### config.mk
export PLATFORM = sky130hd
export DESIGN_NAME = anita4_scaler_reader_flat
export DESIGN_NICKNAME = d
export VERILOG_FILES = /design/src/rtl/anita4_scaler_reader_if.sv /design/src/rtl/anita4_scaler_reader.sv /design/src/flat_wrapper.sv
export SDC_FILE = /design/constraint.sdc
export NUM_CORES = 1
export LEC_CHECK = 0
export CORE_MARGIN = 5
export CORE_UTILIZATION = 37
export CTS_CLUSTER_SIZE = 14
export DETAILED_ROUTE_END_ITERATION = 8
export SYNTH_ARGS = -nofsm -noshare
export SYNTH_HDL_FRONTEND = slang
export SYNTH_SLANG_ARGS = --single-unit
### constraint.sdc
create_clock -name clk33_i -period 2.8 [get_ports clk33_i]
set_clock_uncertainty 0.2 [all_clocks]
set_input_delay 0.28 -clock clk33_i [delete_from_list [all_inputs] [get_ports clk33_i]]
set_output_delay 0.28 -clock clk33_i [all_outputs]
set_load 0.1 [all_outputs]
### src/rtl/anita4_scaler_reader_if.sv
// Scaler-readout bus: address/data toward the combinational scaler mux plus
// the valid/ready/last stream toward the readout FIFO.
interface anita4_scaler_reader_if;
  localparam int unsigned ADDR_W = 6;
  localparam int unsigned DATA_W = 32;

  logic [ADDR_W-1:0] scal_addr;
  logic [DATA_W-1:0] scal_dat;
  logic [DATA_W-1:0] dat;
  logic              valid;
  logic              ready;
  logic              last;

  modport master (
    output scal_addr,
    input  scal_dat,
    output dat,
    output valid,
    input  ready,
    output last
  );

  modport slave (
    input  scal_addr,
    output scal_dat,
    input  dat,
    input  valid,
    output ready,
    input  last
  );
endinterface

### src/rtl/anita4_scaler_reader.sv
// PPS-triggered sweep of the TURF scaler map: one header plus 36 scaler words
// per frame, streamed out over valid/ready.
module anita4_scaler_reader #(
  parameter int unsigned SETTLE_CYCLES = 4,
  parameter logic [7:0]  HDR_TAG       = 8'h5C
) (
  input  logic                          clk33_i,
  input  logic                          rst_i,
  input  logic                          pps_i,
  input  logic                          enable_i,
  anita4_scaler_reader_if.master        bus,
  output logic                          busy_o,
  output logic                          overrun_o
);

  localparam int unsigned ADDR_W   = 6;
  localparam int unsigned DATA_W   = 32;
  localparam int unsigned CNT_W    = 8;
  localparam int unsigned SEQ_W    = 16;
  localparam int unsigned NUM_DATA = 36;
  localparam logic [ADDR_W-1:0] LAST_IDX = ADDR_W'(NUM_DATA - 1);

  typedef enum logic [2:0] {
    S_IDLE,
    S_SETTLE,
    S_HDR,
    S_ADDR,
    S_PUSH
  } state_t;

  state_t              state, state_nxt;
  logic                pps_q;
  logic [CNT_W-1:0]    cnt_q, cnt_nxt;
  logic [ADDR_W-1:0]   idx_q, idx_nxt;
  logic [SEQ_W-1:0]    seq, seq_nxt;
  logic [ADDR_W-1:0]   addr_q, addr_nxt;
  logic [DATA_W-1:0]   dat_q, dat_nxt;
  logic                valid_q, valid_nxt;
  logic                last_q, last_nxt;
  logic                busy_q, busy_nxt;
  logic                overrun_q, overrun_nxt;
  logic                pps_rise;

  // Frame index to scaler address: 32 contiguous L2/L3 words, then four aux words.
  function automatic logic [ADDR_W-1:0] addr_map(input logic [ADDR_W-1:0] i);
    case (i)
      6'd32:   addr_map = 6'h20;
      6'd33:   addr_map = 6'h21;
      6'd34:   addr_map = 6'h24;
      6'd35:   addr_map = 6'h25;
      default: addr_map = i;
    endcase
  endfunction

  assign pps_rise      = pps_i & ~pps_q;
  assign bus.scal_addr = addr_q;
  assign bus.dat       = dat_q;
  assign bus.valid     = valid_q;
  assign bus.last      = last_q;
  assign busy_o        = busy_q;
  assign overrun_o     = overrun_q;

  // State and datapath registers; reset aborts any frame in progress.
  always_ff @(posedge clk33_i or posedge rst_i) begin
    if (rst_i) begin
      state     <= S_IDLE;
      pps_q     <= 1'b0;
      cnt_q     <= '0;
      idx_q     <= '0;
      seq       <= '0;
      addr_q    <= '0;
      dat_q     <= '0;
      valid_q   <= 1'b0;
      last_q    <= 1'b0;
      busy_q    <= 1'b0;
      overrun_q <= 1'b0;
    end else begin
      state     <= state_nxt;
      pps_q     <= pps_i;
      cnt_q     <= cnt_nxt;
      idx_q     <= idx_nxt;
      seq       <= seq_nxt;
      addr_q    <= addr_nxt;
      dat_q     <= dat_nxt;
      valid_q   <= valid_nxt;
      last_q    <= last_nxt;
      busy_q    <= busy_nxt;
      overrun_q <= overrun_nxt;
    end
  end

  // Next-state and next-output logic for the sweep sequencer.
  always_comb begin
    state_nxt   = state;
    cnt_nxt     = cnt_q;
    idx_nxt     = idx_q;
    seq_nxt     = seq;
    addr_nxt    = addr_q;
    dat_nxt     = dat_q;
    valid_nxt   = valid_q;
    last_nxt    = last_q;
    busy_nxt    = busy_q;
    overrun_nxt = overrun_q;

    // A PPS that lands while a frame is running is dropped but remembered.
    if (pps_rise && (state != S_IDLE)) begin
      overrun_nxt = 1'b1;
    end

    case (state)
      S_IDLE: begin
        if (pps_rise && enable_i) begin
          cnt_nxt   = CNT_W'(SETTLE_CYCLES - 32'd1);
          busy_nxt  = 1'b1;
          state_nxt = S_SETTLE;
        end
      end

      S_SETTLE: begin
        if (cnt_q == '0) begin
          dat_nxt   = {HDR_TAG, overrun_q, 7'(NUM_DATA), seq};
          valid_nxt = 1'b1;
          idx_nxt   = '0;
          state_nxt = S_HDR;
        end else begin
          cnt_nxt = cnt_q - CNT_W'(1);
        end
      end

      S_HDR: begin
        if (valid_q && bus.ready) begin
          seq_nxt     = seq + SEQ_W'(1);
          overrun_nxt = pps_rise;
          valid_nxt   = 1'b0;
          addr_nxt    = addr_map('0);
          state_nxt   = S_ADDR;
        end
      end

      // Address has been stable for a full cycle; capture the scaler word.
      S_ADDR: begin
        dat_nxt   = bus.scal_dat;
        valid_nxt = 1'b1;
        last_nxt  = (idx_q == LAST_IDX);
        state_nxt = S_PUSH;
      end

      S_PUSH: begin
        if (bus.ready) begin
          valid_nxt = 1'b0;
          if (idx_q == LAST_IDX) begin
            last_nxt  = 1'b0;
            busy_nxt  = 1'b0;
            state_nxt = S_IDLE;
          end else begin
            idx_nxt   = idx_q + ADDR_W'(1);
            addr_nxt  = addr_map(idx_q + ADDR_W'(1));
            state_nxt = S_ADDR;
          end
        end
      end

      default: begin
        state_nxt = S_IDLE;
      end
    endcase
  end

endmodule

### src/flat_wrapper.sv
// flat-port wrapper written by rule: the top's interface ports become plain ports
module anita4_scaler_reader_flat 
#(
  parameter int unsigned SETTLE_CYCLES = 4,
  parameter logic [7:0]  HDR_TAG       = 8'h5C
)
  (clk33_i, rst_i, pps_i, enable_i, busy_o, overrun_o, bus_scal_addr, bus_scal_dat, bus_dat, bus_valid, bus_ready, bus_last);
  anita4_scaler_reader_if bus_i ();
  input  logic clk33_i;
  input  logic rst_i;
  input  logic pps_i;
  input  logic enable_i;
  output logic busy_o;
  output logic overrun_o;
  output wire logic [$bits(bus_i.scal_addr)-1:0] bus_scal_addr;
  input wire logic [$bits(bus_i.scal_dat)-1:0] bus_scal_dat;
  output wire logic [$bits(bus_i.dat)-1:0] bus_dat;
  output wire logic [$bits(bus_i.valid)-1:0] bus_valid;
  input wire logic [$bits(bus_i.ready)-1:0] bus_ready;
  output wire logic [$bits(bus_i.last)-1:0] bus_last;
  assign bus_scal_addr = bus_i.scal_addr;
  assign bus_i.scal_dat = bus_scal_dat;
  assign bus_dat = bus_i.dat;
  assign bus_valid = bus_i.valid;
  assign bus_i.ready = bus_ready;
  assign bus_last = bus_i.last;
  anita4_scaler_reader #(.SETTLE_CYCLES(SETTLE_CYCLES), .HDR_TAG(HDR_TAG)) u_core (.clk33_i(clk33_i), .rst_i(rst_i), .pps_i(pps_i), .enable_i(enable_i), .bus(bus_i), .busy_o(busy_o), .overrun_o(overrun_o));
endmodule
==> impl_metrics.tcl, run 1 <==
set metrics [dict create \
    status "finished clean" \
    syn_nets 389 \
    gp_congestion 0.783 \
    hold_viol_final 0 \
    tritoncts "built" \
    ir_drop_uv 755 \
    worstSetupPathType "register to register" \
    grt_start_max_net_pins 77 \
    routed-via-count 2850 \
    syn_inst 344 \
    crit_family "simple AND/OR/NAND/NOR gates" \
    vias_per_cell 5.09 \
    start_util 0.382 \
    io_buffers 78 \
    synth_cell_types 51 \
    groute.usage.overall 0.158 \
    clk_pin_slew_ns 0.08 \
    totalWireLength_mm 8.53 \
    clock-sinks 76 \
    wl_met3_microns 436 \
    rsz0062_at_grt "no" \
    clock_path_buffers 2 \
    nNetsFinal 471 \
    crit_path_max_fanout 20 \
    synth_ff_type "dfrtp_1" \
    syn_area_per_cell_sq_um 10.4 \
    synthesis.area_sq_mm 0.00357 \
    die_w_microns 108 \
    critPathMaxStageDelay_ns 0.65 \
    cts_resized 0 \
    ant_nets 0 \
    post-dp-hpwl_mm 5.92 \
    leakage_uw 0.00214 \
    fmax_ghz 0.420 \
    final_cell_mix "dfrtp_1 (76), buf_4 (52), clkdlybuf4s50_1 (36), a21oi_1 (29), inv_1 (28)" \
    synth_warnings 0 \
    first_iter_violations 151 \
    num_antenna_cells 0 \
    cp-start-kind "register" \
    first_pass_iters 6 \
    relSlewSlack 0.650 \
    drive_gt1_frac 0.172 \
    cts_buffers 9 \
    layout_min_cycle_time_ns 2.38 \
    drv_slew 0 \
    critPathBufInv 0 \
    cts-root-buf "clkbuf_8" \
    crit_chain "or4_1, or3b_4, a221oi_2, a21o_1" \
    grt_antenna_before_repair 0 \
    cts_htree_levels 3 \
    power_density_mw_per_mm2 1240 \
    required_ns 2.89 \
    setup_viol 0 \
    fillers 872 \
    met2_length_mm 3.61 \
    clkLatencyLatePin_ns 0.36 \
    arrival_ns 2.48 \
    ys_ff_latch 76 \
    ctsHoldBuffers 0 \
    post_cts_buffers 0 \
    die_y_microns 108 \
    grt_overflow 0 \
    highest_layer "met4" \
    route.detailed.drc 0 \
    worstHoldPathType "input port to asynchronous set/reset pin" \
    cap_violations 0 \
    synth_edf_count 0 \
    area_delta_synth_final_pct 28.6 \
    ys_seq_area_frac 0.533 \
    tns_ns 0 \
    synth-async-reset-ratio 1.00 \
    io_pins 79 \
    wl_per_cell_microns 15.2 \
    tightest_slew_ns 0.522 \
    grt_pass1_wl_mm 14.7 \
    coreArea_sq_mm 0.00933 \
    crit_slowest_cell "or4_1" \
    rows 35 \
    dieArea_sq_mm 0.0117 \
    final_common_cell "dfrtp_1" \
    met1Wirelength_mm 4.32 \
    cp-end-kind "register" \
    finalCritPeriodShare 0.851 \
    grt_pass1_vias 2873 \
    fin_util 0.492 \
]
routing by layer:
| metal | track usage | vias up |
|---|---|---|
| met4 | 0.0676 | 0 |
| met2 | 0.226 | 72 |
| met3 | 0.0322 | 13 |
| li1 | - | 1405 |
| met1 | 0.233 | 1360 |
| met5 | 0 | - |
synth_stat cells (all sizes together) (2+ instances only):
master | count | area (sq um)
or3 | 2 | 12.5
or3b | 2 | 20.0
o22ai | 17 | 106
nor2 | 21 | 78.8
clkbuf | 16 | 60.1
nand3 | 8 | 40.0
buf | 2 | 16.3
o21ai | 12 | 60.1
xnor2 | 10 | 87.6
nor2b | 2 | 12.5
xor2 | 8 | 70.1
a221oi | 3 | 32.5
nand4 | 7 | 43.8
a21oi | 30 | 150
inv | 29 | 109
a21o | 8 | 60.1
nor3 | 5 | 25.0
o22a | 6 | 52.6
dfrtp | 76 | 1900
nand3b | 6 | 45.0
a22o | 13 | 114
mux2i | 3 | 30.0
o31ai | 5 | 37.5
nand2 | 15 | 56.3
and4 | 2 | 17.5
nand2b | 3 | 18.8
ha | 8 | 100
nor3b | 3 | 22.5
or4 | 4 | 30.0
state kept, by name (all words and copies together) (netlist names):
register	cells
u_core.bus.valid	1
u_core.bus.dat	32
u_core.pps_q	1
u_core.state	3
u_core.seq	16
u_core.busy_o	1
u_core.cnt_q	8
u_core.idx_q	6
u_core.bus.scal_addr	6
u_core.bus.last	1
u_core.overrun_o	1
kinds of logic after synthesis:
group / after synthesis / synth area share
AOI/OAI and AO/OA: 102 / 0.190
adders and majority gates: 8 / 0.0281
xor gates and xnor gates: 18 / 0.0442
muxes: 4 / 0.0116
buffers and inverters: 47 / 0.0519
DFF: 76 / 0.533
and+or+nand+nor: 89 / 0.141
stage by stage:
stage	std cells	total power, uW	setup WS [ns]	hold slack (ns)	area, sq um
after floorplan	344	4220	0.186	0.111	3570
after global placement	544	4950	0.503	0.250	4430
after detailed placement	544	4980	0.429	0.257	4430
after CTS	560	5730	0.408	0.147	4590
after global routing	560	6010	0.250	0.164	4590
final	560	5680	0.418	0.129	4590
path summary, 6_finish.rpt:
check | startpoint | endpoint | slack, ns | depth (start not counted)
max | u_core.cnt_q[3]$_DFFE_PP0P_ | u_core.idx_q[5]$_DFFE_PP0P_ | 0.42 | 4
max in group asynchronous | rst_i | u_core.cnt_q[5]$_DFFE_PP0P_ | 1.94 | 3
min in group clk33_i | pps_i | u_core.pps_q$_DFF_PP0_ | 0.23 | 1
max reg2reg | u_core.cnt_q[3]$_DFFE_PP0P_ | u_core.idx_q[5]$_DFFE_PP0P_ | 0.42 | 4
min reg2reg | u_core.pps_q$_DFF_PP0_ | u_core.overrun_o$_DFF_PP0_ | 0.27 | 1
min | rst_i | u_core.bus.dat[16]$_DFFE_PP0P_ | 0.13 | 3
worst register-to-register path: cells and delay by family (launching register included):
family             cells  cell delay (ns)
and+or+nand+nor        2             1.23
DFF                    1             0.43
AOI/OAI and AO/OA      2             0.46
report_power, final:
| part | switching [uW] | internal, uW | total [uW] | leakage, uW |
|---|---|---|---|---|
| logic | 2420 | 796 | 3220 | 0.00111 |
| registers | 290 | 1440 | 1730 | 0.000949 |
| clock network | 410 | 321 | 731 | 0.0000803 |
| total | 3120 | 2560 | 5680 | 0.00214 |
final cells by class:
type	count	area, sq um	area share
clock inverters	4	26.3	0.00573
repair buffers	89	771	0.168
flip-flops and latches	76	1900	0.415
well taps	129	161	0.0352
inverters	29	109	0.0237
clock buffers	12	135	0.0295
multi-input cells	221	1480	0.323
Power figures use the tool's default switching activity.
==> run 2: changes to the inputs <==
--- a/config.mk
+++ b/config.mk
@@ -9,6 +9,8 @@
 export CORE_UTILIZATION = 37
 export CTS_CLUSTER_SIZE = 14
 export DETAILED_ROUTE_END_ITERATION = 8
+export DONT_BUFFER_PORTS = 1
+export SLEW_MARGIN = 5
 export SYNTH_ARGS = -nofsm -noshare
 export SYNTH_HDL_FRONTEND = slang
 export SYNTH_SLANG_ARGS = --single-unit
==> run 2 against run 1 <==
Against the previous run:
- cell area is 5.4% lower
- largest power group is now sequential cells
- flip-flop and latch count unchanged
- die area is the same
- first-iteration DRC count grew 12%
- clock-buffer cell count is 2 lower
==> impl_metrics.tcl, run 2 (same netlist as run 1, synthesis figures left out) <==
set metrics [dict create \
    status "finished clean" \
    fin_util 0.465 \
    worstSetupPathType "register to register" \
    wl_per_cell_microns 16.5 \
    final_cell_mix "dfrtp_1 (76), dlygate4sd3_1 (35), a21oi_1 (29), inv_1 (28), nor2_1 (21)" \
    p_total_uw 5530 \
    met2_length_mm 3.82 \
    arrival_ns 2.48 \
    largest_register_ffs 32 \
    grt_pass1_vias 2746 \
    wl_met3_microns 724 \
    post_cts_buffers 0 \
    cts_buffers 9 \
    first_pass_iters 4 \
    vias_per_cell 5.32 \
    cts_htree_levels 3 \
    grt_overflow 0 \
    clock_path_buffers 2 \
    rows 35 \
    grt_pass1_wl_mm 13.7 \
    required_ns 2.89 \
    final_common_cell "dfrtp_1" \
    grt_start_max_net_pins 52 \
    drv_slew 0 \
    routed-via-count 2762 \
    regArea_sq_mm 0.00190 \
    die_w_microns 108 \
    totalWireLength_mm 8.54 \
    cp-end-kind "register" \
    crit_path_max_fanout 20 \
    met1Wirelength_mm 3.88 \
    tns_ns 0 \
    critPathMaxStageDelay_ns 0.53 \
    cp-start-kind "register" \
    first_iter_violations 169 \
    fillers 870 \
    area_delta_synth_final_pct 21.7 \
    grt_antenna_before_repair 0 \
    clkLatencyLatePin_ns 0.35 \
    ir_drop_uv 779 \
    ant_nets 0 \
    gp_congestion 0.806 \
    relSlewSlack 0.379 \
    post-dp-hpwl_mm 5.79 \
    crit_chain "inv_1, ha_1, or3b_2, or3b_4, a221oi_2, a21o_1" \
    finalCritPeriodShare 0.853 \
    highest_layer "met4" \
    groute.usage.overall 0.150 \
    cap_violations 0 \
    clk_pin_slew_ns 0.08 \
    path_depth 6 \
    route.detailed.drc 0 \
    drive_gt1_frac 0.0949 \
    multiInputGateArea_sq_mm 0.00148 \
    tritoncts "built" \
    coreArea_sq_mm 0.00933 \
    dieArea_sq_mm 0.0117 \
    clock-sinks 76 \
    num_antenna_cells 0 \
    io_buffers 0 \
    leakage_uw 0.00198 \
    dp_slack_ns 0.430 \
    reg2reg_depth 6 \
    fmax_ghz 0.419 \
    nNetsFinal 430 \
    cts-root-buf "clkbuf_8" \
    worstHoldPathType "input port to register" \
    cts_resized 0 \
    power_density_mw_per_mm2 1270 \
    hold_viol_final 0 \
    worst_slack_ns 0.411 \
    crit_slowest_cell "or3b_4" \
    critPathBufInv 1 \
    tightest_slew_ns 0.932 \
    io_pins 79 \
    setup_viol 0 \
    start_util 0.382 \
    whs_ns 0.0366 \
    whs_path_depth 3 \
    crit_family "simple AND/OR/NAND/NOR gates" \
    rsz0062_at_grt "no" \
    ctsHoldBuffers 35 \
    die_y_microns 108 \
    layout_min_cycle_time_ns 2.39 \
]
-- run 2: cell count changes in the layout (fill, tap and decap cells not counted) --
cell / change
inv_6: +1
inv_2: -1
clkbuf_8: +1
clkinv_2: +1
dlygate4sd3_1: +35
clkdlybuf4s50_1: -36
buf_4: -40
clkinv_4: -1
bufinv_16: +2
clkbuf_1: -3
-- run 2: metrics by stage --
stage	instance area (sq um)	instances
floorplan	3570	344
global placement	3770	468
detailed placement	3770	468
CTS	4340	519
global route	4340	519
finish	4340	519
-- run 2: layout make-up --
class	instances	share of cell area
Timing Repair Buffer	48	0.106
Multi-Input combinational cell	221	0.342
Inverter	29	0.0254
Tap cell	129	0.0372
Clock buffer	10	0.0317
Sequential cell	76	0.438
Clock inverter	6	0.0199
-- run 2: power breakdown --
| group | internal (uW) | switching [uW] |
|---|---|---|
| combinational | 509 | 779 |
| clock | 526 | 412 |
| sequential | 1400 | 1900 |
-- run 2: layer usage --
| metal | track usage | vias up |
|---|---|---|
| li1 | - | 1325 |
| met1 | 0.190 | 1320 |
| met2 | 0.239 | 106 |
| met3 | 0.0573 | 11 |
| met4 | 0.0433 | 0 |
| met5 | 0 | - |
-- run 2: tightest hold or removal path: stages --
cell and delay, ns:
nand3b_1 0.05, a21oi_1 0.15, a221oi_1 0.06
-- run 2: path summary, 6_finish.rpt --
kind	to	from	slack (ns)
worst min-delay path	u_core.bus.valid$_DFFE_PP0P_	bus_ready	0.04
min in group asynchronous	u_core.bus.dat[29]$_DFFE_PP0P_	rst_i	0.19
max in group asynchronous	u_core.seq[5]$_DFFE_PP0P_	rst_i	1.60
worst max register to register	u_core.bus.scal_addr[5]$_DFFE_PP0P_	u_core.cnt_q[0]$_DFFE_PP0P_	0.41
worst min register to register	u_core.seq[15]$_DFFE_PP0P_	u_core.seq[15]$_DFFE_PP0P_	0.27
worst max-delay path	u_core.bus.scal_addr[5]$_DFFE_PP0P_	u_core.cnt_q[0]$_DFFE_PP0P_	0.41
